$ cat src/rtl/approx_mul_pkg.sv
// Shared encodings and helpers for the streaming approximate multiplier.
package approx_mul_pkg;

  // Per-beat accuracy tag carried alongside the operands
  typedef enum logic {
    MODE_EXACT  = 1'b0,
    MODE_APPROX = 1'b1
  } mode_e;

  // Widest product the helpers must cover (2 * max WIDTH)
  localparam int unsigned MAX_PW = 32;

  // Rounding compensation for K dropped columns: half the weight of column K
  function automatic logic [MAX_PW-1:0] comp_const(input int unsigned k);
    logic [MAX_PW-1:0] c;
    c = '0;
    if (k != 0) c = MAX_PW'(1) << (k - 1);
    return c;
  endfunction

  // Column mask: partial product a_i*b_j survives when its weight column is >= K
  function automatic logic keep(input int i, input int j, input int k);
    return ((i + j) >= k);
  endfunction

endpackage

$ cat src/rtl/approx_pp_reduce.sv
// Partial-product generation, column masking, compensation row and
// carry-save reduction down to two vectors. Purely combinational.
module approx_pp_reduce
  import approx_mul_pkg::*;
#(
  parameter int unsigned WIDTH      = 8,
  parameter int unsigned TRUNC_COLS = 4
) (
  input  logic [WIDTH-1:0]   a,
  input  logic [WIDTH-1:0]   b,
  input  logic               approx,
  output logic [2*WIDTH-1:0] sum_c,
  output logic [2*WIDTH-1:0] carry_c
);

  localparam int unsigned PW    = 2 * WIDTH;
  localparam int unsigned NROWS = WIDTH + 1;

  logic [PW-1:0] rows [NROWS];
  logic          approx_on;

  assign approx_on = (mode_e'(approx) == MODE_APPROX);

  // Build AND rows (masked in approximate mode) plus the compensation row
  always_comb begin : pp_gen
    for (int r = 0; r < NROWS; r++) begin
      rows[r] = '0;
    end
    for (int j = 0; j < WIDTH; j++) begin
      for (int i = 0; i < WIDTH; i++) begin
        rows[j][i+j] = a[i] & b[j] & (!approx_on || keep(i, j, TRUNC_COLS));
      end
    end
    if (approx_on) begin
      rows[WIDTH] = PW'(comp_const(TRUNC_COLS));
    end
  end

  // Linear 3:2 compressor chain; carries past the top column are dropped,
  // which is safe because the true total always fits in PW bits
  always_comb begin : csa_chain
    logic [PW-1:0] s;
    logic [PW-1:0] c;
    logic [PW-1:0] t;
    s = '0;
    c = '0;
    t = '0;
    for (int r = 0; r < NROWS; r++) begin
      t = s ^ c ^ rows[r];
      c = ((s & c) | (s & rows[r]) | (c & rows[r])) << 1;
      s = t;
    end
    sum_c   = s;
    carry_c = c;
  end

endmodule

$ cat src/rtl/approx_mul_pipe.sv
// Pipelined unsigned multiplier with per-beat exact/approximate mode,
// valid/ready on both sides and saturating delivery counters.
module approx_mul_pipe
  import approx_mul_pkg::*;
#(
  parameter int unsigned WIDTH      = 8,
  parameter int unsigned STAGES     = 2,
  parameter int unsigned TRUNC_COLS = 4,
  parameter int unsigned CNT_W      = 32
) (
  input  logic               clk,
  input  logic               rst_n,
  input  logic               in_valid,
  output logic               in_ready,
  input  logic [WIDTH-1:0]   in_a,
  input  logic [WIDTH-1:0]   in_b,
  input  logic               in_approx,
  output logic               out_valid,
  input  logic               out_ready,
  output logic [2*WIDTH-1:0] out_p,
  output logic               out_approx,
  input  logic               cnt_clr,
  output logic [CNT_W-1:0]   cnt_total,
  output logic [CNT_W-1:0]   cnt_approx
);

  localparam int unsigned    PW      = 2 * WIDTH;
  localparam logic [CNT_W-1:0] CNT_MAX = '1;

  logic [PW-1:0]     red_sum_c;
  logic [PW-1:0]     red_carry_c;
  logic [STAGES-1:0] vld_q;
  logic [STAGES-1:0] tag_q;
  logic [STAGES-1:0] vin_c;
  logic [STAGES-1:0] tin_c;
  logic [STAGES-1:0] ld_c;
  logic [PW-1:0]     p_q;

  approx_pp_reduce #(
    .WIDTH      (WIDTH),
    .TRUNC_COLS (TRUNC_COLS)
  ) u_reduce (
    .a       (in_a),
    .b       (in_b),
    .approx  (in_approx),
    .sum_c   (red_sum_c),
    .carry_c (red_carry_c)
  );

  // Backward ready chain: a stage loads when empty or when it drains this cycle
  always_comb begin : ready_chain
    logic down;
    down = out_ready;
    ld_c = '0;
    for (int k = STAGES - 1; k >= 0; k--) begin
      ld_c[k] = !vld_q[k] || down;
      down    = ld_c[k];
    end
  end

  assign in_ready = ld_c[0];

  // Upstream valid/tag seen by each stage
  always_comb begin : stage_inputs
    vin_c    = '0;
    tin_c    = '0;
    vin_c[0] = in_valid;
    tin_c[0] = in_approx;
    for (int k = 1; k < STAGES; k++) begin
      vin_c[k] = vld_q[k-1];
      tin_c[k] = tag_q[k-1];
    end
  end

  // Stage valid bits and mode tags
  always_ff @(posedge clk or negedge rst_n) begin : ctrl_regs
    if (!rst_n) begin
      vld_q <= '0;
      tag_q <= '0;
    end else begin
      for (int k = 0; k < STAGES; k++) begin
        if (ld_c[k]) begin
          vld_q[k] <= vin_c[k];
          if (vin_c[k]) tag_q[k] <= tin_c[k];
        end
      end
    end
  end

  if (STAGES > 1) begin : g_csa
    logic [PW-1:0] s_q [STAGES-1];
    logic [PW-1:0] c_q [STAGES-1];

    // Carry-save vectors in stage 0, pass-through in intermediate stages
    always_ff @(posedge clk or negedge rst_n) begin : csa_regs
      if (!rst_n) begin
        for (int k = 0; k < STAGES - 1; k++) begin
          s_q[k] <= '0;
          c_q[k] <= '0;
        end
      end else begin
        if (ld_c[0] && vin_c[0]) begin
          s_q[0] <= red_sum_c;
          c_q[0] <= red_carry_c;
        end
        for (int k = 1; k < STAGES - 1; k++) begin
          if (ld_c[k] && vin_c[k]) begin
            s_q[k] <= s_q[k-1];
            c_q[k] <= c_q[k-1];
          end
        end
      end
    end

    // Final stage resolves the carry-save pair into the product
    always_ff @(posedge clk or negedge rst_n) begin : prod_reg
      if (!rst_n) begin
        p_q <= '0;
      end else if (ld_c[STAGES-1] && vin_c[STAGES-1]) begin
        p_q <= s_q[STAGES-2] + c_q[STAGES-2];
      end
    end
  end else begin : g_single
    // Single stage: reduction and carry-propagate add feed the only register
    always_ff @(posedge clk or negedge rst_n) begin : prod_reg
      if (!rst_n) begin
        p_q <= '0;
      end else if (ld_c[0] && vin_c[0]) begin
        p_q <= red_sum_c + red_carry_c;
      end
    end
  end

  assign out_valid  = vld_q[STAGES-1];
  assign out_approx = tag_q[STAGES-1];
  assign out_p      = p_q;

  // Saturating delivery counters; clear wins over a same-cycle increment
  always_ff @(posedge clk or negedge rst_n) begin : stat_cnt
    if (!rst_n) begin
      cnt_total  <= '0;
      cnt_approx <= '0;
    end else if (cnt_clr) begin
      cnt_total  <= '0;
      cnt_approx <= '0;
    end else if (out_valid && out_ready) begin
      if (cnt_total != CNT_MAX) cnt_total <= cnt_total + CNT_W'(1);
      if ((mode_e'(out_approx) == MODE_APPROX) && (cnt_approx != CNT_MAX)) begin
        cnt_approx <= cnt_approx + CNT_W'(1);
      end
    end
  end

endmodule

$ cat config.mk
export PLATFORM = sky130hd
export DESIGN_NAME = approx_mul_pipe
export DESIGN_NICKNAME = d
export VERILOG_FILES = /design/src/rtl/approx_mul_pkg.sv /design/src/rtl/approx_pp_reduce.sv /design/src/rtl/approx_mul_pipe.sv
export SDC_FILE = /design/constraint.sdc
export NUM_CORES = 1
export LEC_CHECK = 0
export CAP_MARGIN = 20
export CORE_MARGIN = 2
export CORE_UTILIZATION = 51
export DETAILED_ROUTE_END_ITERATION = 6
export GPL_TIMING_DRIVEN = 0
export HOLD_SLACK_MARGIN = 0.05
export PLACE_DENSITY = 0.78
export SLEW_MARGIN = 25
export SYNTH_ARGS = -nofsm -noshare
export SYNTH_HDL_FRONTEND = slang
export SYNTH_HIERARCHICAL = 1
export SYNTH_SLANG_ARGS = --single-unit
$ cat constraint.sdc
create_clock -name clk -period 2 [get_ports clk]
set_clock_uncertainty 0.15 [all_clocks]
set_input_delay 0.3 -clock clk [delete_from_list [all_inputs] [get_ports clk]]
set_output_delay 0.3 -clock clk [all_outputs]
set_load 0.05 [all_outputs]
==> flow_summary.ini <==
[run_status]
outcome = finished with violations
violations = setup timing

[worst_setup_path]
critPathMaxFanout = 3
path_cells = buf_8, and2_4, ha_4, inv_2, fa_2, inv_2, fa_1, fa_1, fa_2, inv_2, fa_2, fa_1, inv_1, ha_2, mux2_4
crit_path_max_incr_delay_ns = 0.54
cp-end-kind = register
crit_path_start_kind = input port
crit_path_start = in_a[6]
arrival_ns = 4.29
slowest_stage = fa_2
crit_type = input port to register
worst_ep_required_time_ns = 2.15
reg2reg_from = cnt_total[9]

[place]
place_congestion = 0.884
portBuffers = 102
dpl-instance-area_sq_um = 9610
dp_hpwl_mm = 12.9
place_ws_ns = -3.15

[power_and_ir_drop]
powerDensity_nw_per_um2 = 900
p_leak_uw = 0.00526
ir_worst_vdd_mv = 0.876
power_uw = 10400

[logic_synthesis]
synth_edf_count = 0
yosysWarnings = 6
ys_seq_elements = 116
synth.distinct_cells = 58
syn_area_per_cell_sq_um = 9.93
ys_seq_area_share_pct = 37.7
ys_async_sr_fraction_pct = 100
synthFlopType = dfrtp_1
synth_area_sq_um = 7710
synthCells = 776

[sta]
period_share_pct = 207
timing.final.ws_setup_ns = -2.14
whs_ns = 0.178
relSlewSlack_pct = 49.3
rsz0062_at_grt = true
fmax_ghz = 0.241
timing_hold_violations_final = 0
tightest_slew_ns = 0.760
maxSlewViolCount = 0
setup_violations = 84
finalCriticalPeriod_ns = 4.14

[finish]
fillCellCount = 906
multiInputGateArea_sq_um = 5580
fin_util_pct = 78.6
syn_to_final_growth_pct = 49.4
final_nets = 1096
num_antenna_cells = 0
drive_gt1_share_pct = 45.2
register_area_sq_um = 2980
final_cell_area_sq_um = 11500

[cts]
clk_pin_slew_ns = 0.05
numCtsBuffers = 17
cts_tree = done
clkLatencyLatePin_ns = 0.42
cts.sinks = 116
cts.path.max_buffers = 2
h-tree-depth = 4
cts_root_buf = clkbuf_16

[min_path]
hp-start = in_approx
min_path_type = input port to register

[die]
start_util_pct = 52.6
die_area_sq_um = 16100
ios = 105
fp.dieW_microns = 127
coreArea_sq_um = 14600
die_y_microns = 127
fp-row-count = 44

[global_route]
grt_max_degree = 76
antenna_found_initial = 0
grt_pass1_vias = 6874
grt_usage_pct = 26.3
grt-ovfl-total = 0
grt_pass1_wl_mm = 34.2

[routing]
drt_wl_total_mm = 22.8
drtIter0Drc = 623
vias_per_cell = 5.91
wl_per_cell_microns = 19.1
drt_first_pass_iters = 5
drc = 0
via_count = 7069
final_antenna_net_count = 0

[flow_run]
maxCapViolCount = 0
## kinds of logic (layout without fill, tap and decap cells)
family,after synthesis,in the layout,synth area share (%)
buffers and inverters,84,312,4.56
and+or+nand+nor,322,322,22.4
adders and majority gates,75,75,16.4
muxes,40,40,5.78
AOI/OAI and AO/OA,82,82,6.85
xor gates and xnor gates,56,56,6.36
DFF,116,116,37.7
other,1,9,0.0487
## synthesized netlist by cell type (2+ instances only)
cell type | count | share of area, %
ha_1 | 32 | 5.2
o21a_1 | 5 | 0.49
xnor2_1 | 28 | 3.2
a31o_2 | 3 | 0.34
mux2_2 | 36 | 5.3
a211oi_1 | 7 | 0.68
inv_1 | 53 | 2.6
fa_1 | 43 | 11
nand3_1 | 32 | 2.1
buf_2 | 2 | 0.13
dfrtp_1 | 116 | 38
nand4_1 | 31 | 2.5
nor3b_1 | 4 | 0.39
and4_1 | 4 | 0.45
or2_2 | 2 | 0.16
xor2_1 | 28 | 3.2
and2_1 | 29 | 2.4
or4_1 | 2 | 0.19
and3b_1 | 8 | 0.91
a31oi_1 | 3 | 0.24
nor4_4 | 2 | 0.55
nor3_1 | 15 | 0.97
a21o_1 | 5 | 0.49
and3_1 | 11 | 0.89
mux2i_1 | 4 | 0.52
nor2_1 | 72 | 3.5
a21oi_1 | 15 | 0.97
nand2_1 | 72 | 3.5
o31ai_1 | 4 | 0.39
clkbuf_1 | 17 | 0.83
o21ai_0 | 28 | 1.8
nor4b_1 | 3 | 0.34
nand2b_1 | 6 | 0.49
buf_4 | 9 | 0.88
or3_1 | 6 | 0.49
buf_1 | 3 | 0.15
nor4_1 | 5 | 0.41
o21bai_1 | 2 | 0.19
a21boi_0 | 2 | 0.19
nand3b_1 | 5 | 0.49
nor2b_1 | 5 | 0.41
## metal layers
| metal | GRT usage, % | share of wire, % | vias up |
|---|---|---|---|
| met4 | 8.08 | 2.6 | 0 |
| met3 | 4.68 | 6.3 | 60 |
| met1 | 33.9 | 40 | 3566 |
| met2 | 45.4 | 51 | 331 |
| li1 | - | - | 3112 |
| met5 | 0 | 0 | - |
## metrics by stage
step	cells	TNS, ns
final	1196	-33.93
after detailed placement	1071	-76.53
after CTS	1174	-30.68
after global placement	1070	-564.47
after global routing	1196	-39.63
after floorplan	784	-41.18
## report_power, final
group / internal, uW / leakage, uW / switching (uW)
combinational: 1950 / 0.00357 / 2500
sequential: 2720 / 0.00143 / 294
clock: 1740 / 0.000262 / 1140
total: 6420 / 0.00526 / 3940
## critical path, delay by kind of cell
family        cells  cell delay, ns
mux               1            0.26
buf+inv           5            0.28
simple gates      1            0.15
fa+ha+maj         8            3.29
## repair_timing
item                                   in CTS  in global routing
buffers inserted                           72                 25
pin swaps                                  77                 85
gates resized for setup                   230                 96
endpoints found under the hold margin      41                  0
hold buffers                                1                  0
setup endpoints to repair                 164                 93
gates cloned                                1                  0
## cell usage in the layout (no fill, tap or decap), drive strengths merged, types with 6 or more instances in the layout
cell type    netlist  layout
nand2             72      72
xor2              28      28
nand2b             6       6
o21ai             28      28
nand3             32      32
nor4               7       7
mux2              36      36
xnor2             28      28
and3b              8       8
clkinv             0       7
clkbuf            17      34
nor3              16      16
dlygate4sd2        0      83
fa                43      43
inv               53      53
a211oi             7       7
and3              12      12
nand4             33      33
or3                6       6
conb               1       9
a21oi             15      15
dfrtp            116     116
nor2              72      72
and2              29      29
ha                32      32
buf               14     120
## final cells by class
type	count	area share, %
Buffer	27	1.59
Tap cell	184	2.00
Multi-Input combinational cell	584	48.5
Timing Repair Buffer	200	15.5
Inverter	53	1.73
Sequential cell	116	25.9
Clock buffer	20	3.88
Clock inverter	12	0.956
## state kept, by name, indices dropped and copies added, names as in the netlist
| signal | flops |
|---|---|
| g_csa.s_q | 16 |
| out_p | 16 |
| cnt_total | 32 |
| vld_q | 2 |
| cnt_approx | 32 |
| g_csa.c_q | 16 |
| tag_q | 2 |
## final timing paths
| check | endpoint | slack (ns) | cells after the start |
|---|---|---|---|
| min | tag_q[0] | 0.18 | 2 |
| max reg2reg | cnt_total[15] | -0.23 | 8 |
| max | g_csa.s_q[8] | -2.14 | 15 |
| max in group asynchronous | cnt_total[22] | 0.75 | 3 |
| min in group asynchronous | cnt_approx[18] | 0.21 | 2 |
| min reg2reg | out_p[7] | 0.33 | 2 |
(Power assumes the default switching activity.)
